===== src/rtl/hazard_controller.sv =====
// Pipeline hazard controller: load-use bubbles, I/D memory stalls, EX redirects with a pending-fetch wait state.
// Outputs are combinational from state/fetch_ready/inputs; counters update one cycle later and saturate.
module hazard_controller #(
  parameter int CNT_WIDTH = 32
) (
  input  logic                 clk,
  input  logic                 rst,
  input  logic [4:0]           IFID_rs1,
  input  logic [4:0]           IFID_rs2,
  input  logic                 IFID_use_rs1,
  input  logic                 IFID_use_rs2,
  input  logic [4:0]           IDEX_rd,
  input  logic                 IDEX_mem_read,
  input  logic                 EX_redirect,
  input  logic                 imem_read,
  input  logic                 imem_resp,
  input  logic                 dmem_req,
  input  logic                 dmem_resp,
  output logic                 load_pc,
  output logic                 load_IFID,
  output logic                 load_IDEX,
  output logic                 load_EXMEM,
  output logic                 load_MEMWB,
  output logic                 flush_IFID,
  output logic                 flush_IDEX,
  output logic                 latch_target,
  output logic                 pc_from_latch,
  output logic                 squash_fetch,
  output logic                 ifbuf_sel,
  output logic                 ctrl_state,
  output logic [CNT_WIDTH-1:0] stall_count,
  output logic [CNT_WIDTH-1:0] flush_count
);

  typedef enum logic {
    RUN        = 1'b0,
    REDIR_WAIT = 1'b1
  } state_t;

  localparam logic [CNT_WIDTH-1:0] CNT_ONE = {{(CNT_WIDTH-1){1'b0}}, 1'b1};

  state_t                 state_q, state_d;
  logic                   fetch_ready_q, fetch_ready_d;
  logic [CNT_WIDTH-1:0]   stall_count_q, stall_count_d;
  logic [CNT_WIDTH-1:0]   flush_count_q, flush_count_d;

  logic dstall, fetch_ok, istall, lu_hazard;
  logic redirect_acc;
  logic leaving_wait;

  assign dstall    = dmem_req & ~dmem_resp;
  assign fetch_ok  = imem_resp | fetch_ready_q;
  assign istall    = imem_read & ~fetch_ok;
  assign lu_hazard = IDEX_mem_read & (IDEX_rd != 5'd0) &
                     ((IFID_use_rs1 & (IFID_rs1 == IDEX_rd)) |
                      (IFID_use_rs2 & (IFID_rs2 == IDEX_rd)));

  always_comb begin
    load_pc       = 1'b0;
    load_IFID     = 1'b0;
    load_IDEX     = 1'b0;
    load_EXMEM    = 1'b0;
    load_MEMWB    = 1'b0;
    flush_IFID    = 1'b0;
    flush_IDEX    = 1'b0;
    latch_target  = 1'b0;
    pc_from_latch = 1'b0;
    squash_fetch  = 1'b0;
    redirect_acc  = 1'b0;
    leaving_wait  = 1'b0;
    state_d       = state_q;

    case (state_q)
      RUN: begin
        if (dstall) begin
          // Whole pipe frozen; EX keeps presenting any redirect until it is released.
        end else if (EX_redirect && istall) begin
          latch_target = 1'b1;
          load_IFID    = 1'b1;
          load_IDEX    = 1'b1;
          load_EXMEM   = 1'b1;
          load_MEMWB   = 1'b1;
          flush_IFID   = 1'b1;
          flush_IDEX   = 1'b1;
          redirect_acc = 1'b1;
          state_d      = REDIR_WAIT;
        end else if (EX_redirect) begin
          load_pc      = 1'b1;
          load_IFID    = 1'b1;
          load_IDEX    = 1'b1;
          load_EXMEM   = 1'b1;
          load_MEMWB   = 1'b1;
          flush_IFID   = 1'b1;
          flush_IDEX   = 1'b1;
          redirect_acc = 1'b1;
        end else if (lu_hazard) begin
          load_IDEX  = 1'b1;
          load_EXMEM = 1'b1;
          load_MEMWB = 1'b1;
          flush_IDEX = 1'b1;
        end else if (istall) begin
          load_IFID  = 1'b1;
          flush_IFID = 1'b1;
          load_IDEX  = 1'b1;
          load_EXMEM = 1'b1;
          load_MEMWB = 1'b1;
        end else begin
          load_pc    = 1'b1;
          load_IFID  = 1'b1;
          load_IDEX  = 1'b1;
          load_EXMEM = 1'b1;
          load_MEMWB = 1'b1;
        end
      end

      REDIR_WAIT: begin
        if (dstall) begin
          // Frozen; the wrong-path fetch may still land in the buffer.
        end else if (!fetch_ok) begin
          load_IFID  = 1'b1;
          flush_IFID = 1'b1;
          load_IDEX  = 1'b1;
          load_EXMEM = 1'b1;
          load_MEMWB = 1'b1;
        end else begin
          // Wrong-path fetch completes: drop it and restart from the latched target.
          squash_fetch  = ~rst;
          load_pc       = 1'b1;
          pc_from_latch = 1'b1;
          flush_IFID    = 1'b1;
          load_IFID     = 1'b1;
          load_IDEX     = 1'b1;
          load_EXMEM    = 1'b1;
          load_MEMWB    = 1'b1;
          leaving_wait  = 1'b1;
          state_d       = RUN;
        end
      end

      default: state_d = RUN;
    endcase

    ifbuf_sel = load_IFID & ~flush_IFID & fetch_ready_q;
  end

  always_comb begin
    fetch_ready_d = fetch_ready_q;
    if (load_pc)
      fetch_ready_d = 1'b0;
    else if (imem_resp && !leaving_wait)
      fetch_ready_d = 1'b1;

    stall_count_d = stall_count_q;
    if ((!load_MEMWB || flush_IDEX) && !(&stall_count_q))
      stall_count_d = stall_count_q + CNT_ONE;

    flush_count_d = flush_count_q;
    if (redirect_acc && !(&flush_count_q))
      flush_count_d = flush_count_q + CNT_ONE;
  end

  always_ff @(posedge clk) begin
    if (rst) begin
      state_q       <= RUN;
      fetch_ready_q <= 1'b0;
      stall_count_q <= '0;
      flush_count_q <= '0;
    end else begin
      state_q       <= state_d;
      fetch_ready_q <= fetch_ready_d;
      stall_count_q <= stall_count_d;
      flush_count_q <= flush_count_d;
    end
  end

  assign ctrl_state  = state_q;
  assign stall_count = stall_count_q;
  assign flush_count = flush_count_q;

endmodule


===== config.mk =====
export PLATFORM = sky130hd
export DESIGN_NAME = hazard_controller
export DESIGN_NICKNAME = d
export VERILOG_FILES = /design/src/rtl/hazard_controller.sv
export SDC_FILE = /design/constraint.sdc
export NUM_CORES = 1
export LEC_CHECK = 0
export BUFFER_PORTS_ARGS = -buffer_cell sky130_fd_sc_hd__buf_2
export CAP_MARGIN = 5
export CORE_MARGIN = 2
export CORE_UTILIZATION = 40
export CTS_BUF_LIST = sky130_fd_sc_hd__clkbuf_16
export DETAILED_ROUTE_END_ITERATION = 10
export PLACE_DENSITY = 0.64
export RECOVER_POWER = 100
export SYNTH_ARGS = -nofsm -noshare
export SYNTH_HDL_FRONTEND = slang
export SYNTH_SLANG_ARGS = --single-unit

===== constraint.sdc =====
create_clock -name clk -period 3.69 [get_ports clk]
set_input_delay 0.369 -clock clk [delete_from_list [all_inputs] [get_ports clk]]
set_output_delay 0.369 -clock clk [all_outputs]
set_load 0.1 [all_outputs]

==> key figures <==
Detailed routing
  – Met3 WL: ~540 um
  – WL per Instance: ~15 um
  – DR top layer: met4
  – Final ANT Viol Nets: 0
  – Final wirelength: 9940 um
  – Vias/cell: between 5 and 6
  – # DRC: 0
  – Met2 wire length: approximately 4800 um
  – Drt first pass iters: 5
  – Starting DRT DRC Count: between 100 and 150
  – Vias: roughly 3800
  – Wire length on met1: roughly 4400 um

Die
  – Rows: 35
  – Core footprint: 9200 um^2
  – Die H: roughly 100 um
  – # IOs: between 100 and 150
  – Chip Width: 101 um
  – Die area: approximately 10000 um^2
  – Initial core utilization: a little over 40%

Run
  – Max cap viols: 0

Critical path
  – Critical path class: in2out
  – Worst r2r src: stall_count[8]
  – Crit. End Element: primary output
  – Arr. time, crit path: approximately 2.7 ns
  – Worst setup SP type: input port
  – Worst endpoint required time: 3.32 ns
  – CP max FO: 32
  – Worst Setup SP: dmem_req

Logic synthesis
  – Ys async rst share: 0%
  – Synthesized Nets: 492
  – Ys flop type: dfxtp_1
  – #FFs+latches synth: 66
  – Avg Cell Area, Syn: a little over 8 um^2
  – Cell count after synthesis: 465
  – Number of synthesized flops with an enable pin: 0
  – Distinct cell type count after synthesis: 51
  – Sequential cell area fraction in the yosys report: roughly a third
  – Warnings, synthesis: 0
  – Synthesized area: between 3000 and 4000 um^2

STA
  – Hold Fails Final Rpt: 0
  – Slew @ Worst Pin: between 1 and 1.5 ns
  – Setup Skew: between 0.007 and 0.008 ns
  – Minimum clock period: slightly above 3 ns
  – RSZ-0062 raised after global routing: false
  – Final WS setup: 0.634 ns
  – Max Slew Vio Count: 0
  – Slew HR: around 11%
  – Tcrit/Tclk final: between 80% and 90%
  – Final setup viols: 0
  – Maximum clock rate: around 330 MHz

Layout
  – Area Overhead vs Synth: 19.6%
  – Fin cells: 665
  – Layout cells sized above 1: about an eighth
  – Fin nets: between 500 and 600
  – Layout Utilization: roughly 49%
  – # diodes: 0

Power and ir drop
  – Gate power share: 10.0%
  – Peak supply drop: between 200 and 300 uV
  – Internal: roughly 1.5 mW
  – Total Power: 1.95 mW
  – Seq pwr share: a little under two fifths
  – Static leakage: 1.61 nW
  – Psw: between 400 and 500 uW
  – PwrDens: 431 nW/um^2
  – Clock share of power: a little over half
  – Sw Share: 24.1%

Clock network
  – Setup Fix Bufs, Post-CTS: 0
  – Clock tree buffer depth: 2
  – Root buffer cell: clkbuf_16
  – Htree depth: 3
  – Resized cells post-CTS: 0
  – CTS tree: built
  – Clock slew at reported path FFs: 0.05 ns
  – CTS buffer count: 9
  – Clk sinks: 66
  – Worst-Skew Late Latency: around 0.33 ns
  – CTS Hold Buffers Added: 0

Placed design
  – Placed Cells: about 650
  – PortBufs: 100
  – Gp weighted congestion: 0.785
  – Worst slack at placement: ~1.1 ns
  – HPWL after DPL: 6910 um

Hold path
  – Min-delay worst type: in2reg
  – Hold_sp: imem_read

Global route
  – Number of global-route vias before repair: approximately 3500
  – First-pass GRT wire length: ~16000 um
  – GRT overflow: 0
  – Antenna violations before repair: 0
  – Largest net degree at the start of global routing: between 50 and 60
  – Gr usage total: between 15 and 20%

Outcome
  – Outcome: finished, final reports clean
synth_stat cells, types with 4 or more instances:
| master | n | area [um^2] |
|---|---|---|
| and3_1 | 19 | 119 |
| a21oi_1 | 20 | 100 |
| buf_2 | 4 | 20.0 |
| nand3_1 | 34 | 170 |
| nand4_1 | 29 | 181 |
| mux2_2 | 11 | 124 |
| nor2_1 | 56 | 210 |
| xor2_1 | 29 | 254 |
| and2_1 | 5 | 31.3 |
| xnor2_1 | 11 | 96.3 |
| clkbuf_1 | 16 | 60.1 |
| buf_6 | 6 | 67.6 |
| or3_1 | 11 | 68.8 |
| o21ai_0 | 15 | 75.1 |
| o31ai_1 | 7 | 52.6 |
| or4_1 | 7 | 52.6 |
| nor2b_1 | 14 | 87.6 |
| nand2_1 | 26 | 97.6 |
| nor3_1 | 10 | 50.1 |
| dfxtp_1 | 66 | 1320 |
| nor4_1 | 22 | 138 |
| inv_1 | 6 | 22.5 |
kinds of logic (layout without fill, tap and decap cells):
| family | after synthesis | after routing | synth area share, % |
|---|---|---|---|
| flops | 66 | 66 | 34.9 |
| xor+xnor | 40 | 40 | 9.26 |
| buf+inv | 38 | 127 | 5.69 |
| simple gates | 255 | 255 | 37.2 |
| mux | 14 | 14 | 4.13 |
| compound gates | 50 | 50 | 8.14 |
| fa+ha+maj | 2 | 2 | 0.661 |
placed cells by master (no fill, tap or decap), drive strengths merged, types with 3 or more instances in the layout:
cell type / netlist / final
clkbuf: 17 / 86
dfxtp: 66 / 66
nor2: 56 / 56
nand3: 35 / 35
nand4: 32 / 32
xor2: 29 / 29
buf: 13 / 28
nand2: 27 / 27
nor4: 23 / 23
a21oi: 20 / 20
and3: 20 / 20
o21ai: 16 / 16
nor2b: 14 / 14
mux2: 13 / 13
or3: 12 / 12
xnor2: 11 / 11
nor3: 11 / 11
or4: 10 / 10
inv: 6 / 7
o31ai: 7 / 7
and2: 6 / 6
bufinv: 0 / 4
and4: 3 / 3
cell type report:
type	instances	area, um^2
clock buffers	9	225
inverters	6	22.5
fillers	948	4670
well taps	111	139
repair buffers	105	437
clock inverters	7	133
flip-flops and latches	66	1320
multi-input cells	361	2240
path summary, 6_finish.rpt:
| check | slack (ns) | to | cells past startpoint |
|---|---|---|---|
| max | 0.63 | latch_target | 7 |
| min | 0.38 | ctrl_state | 3 |
| max reg2reg | 0.81 | stall_count[11] | 7 |
| min reg2reg | 0.50 | stall_count[30] | 2 |
power groups by stage:
stage	clock, mW	sequential [mW]	combinational, mW
2_1_floorplan	0	0.777	0.124
3_3_place_gp	0	0.739	0.196
3_5_place_dp	0	0.740	0.199
4_1_cts	1.05	0.724	0.199
5_1_grt	1.08	0.725	0.208
6_report	1.03	0.725	0.194
through the flow:
stage / area (um^2) / TNS (ns) / hold WS (ns)
floorplan: 3800 / -0.475 / 0.541
global placement: 4290 / 0 / 0.470
detailed placement: 4290 / 0 / 0.490
CTS: 4640 / 0 / 0.362
global route: 4520 / 0 / 0.376
finish: 4520 / 0 / 0.377
per-layer routing:
metal,vias up,GRT usage (%)
met5,-,0
met4,0,7.69
met3,22,3.52
met2,115,32.0
met1,1794,25.4
li1,1849,-
critical path, stage by stage:
cell and delay, ns:
buf_2 0.09, nor2b_1 0.23, nor3b_2 0.19, clkbuf_1 1.00, nand3_1 0.25, inv_1 0.11, clkbuf_2 0.45
flip-flops by register name (all words and copies together), names as in the netlist:
name	count
ctrl_state	1
stall_count	32
fetch_ready_q	1
flush_count	32
No activity file was read; power rests on OpenSTA's default activity.
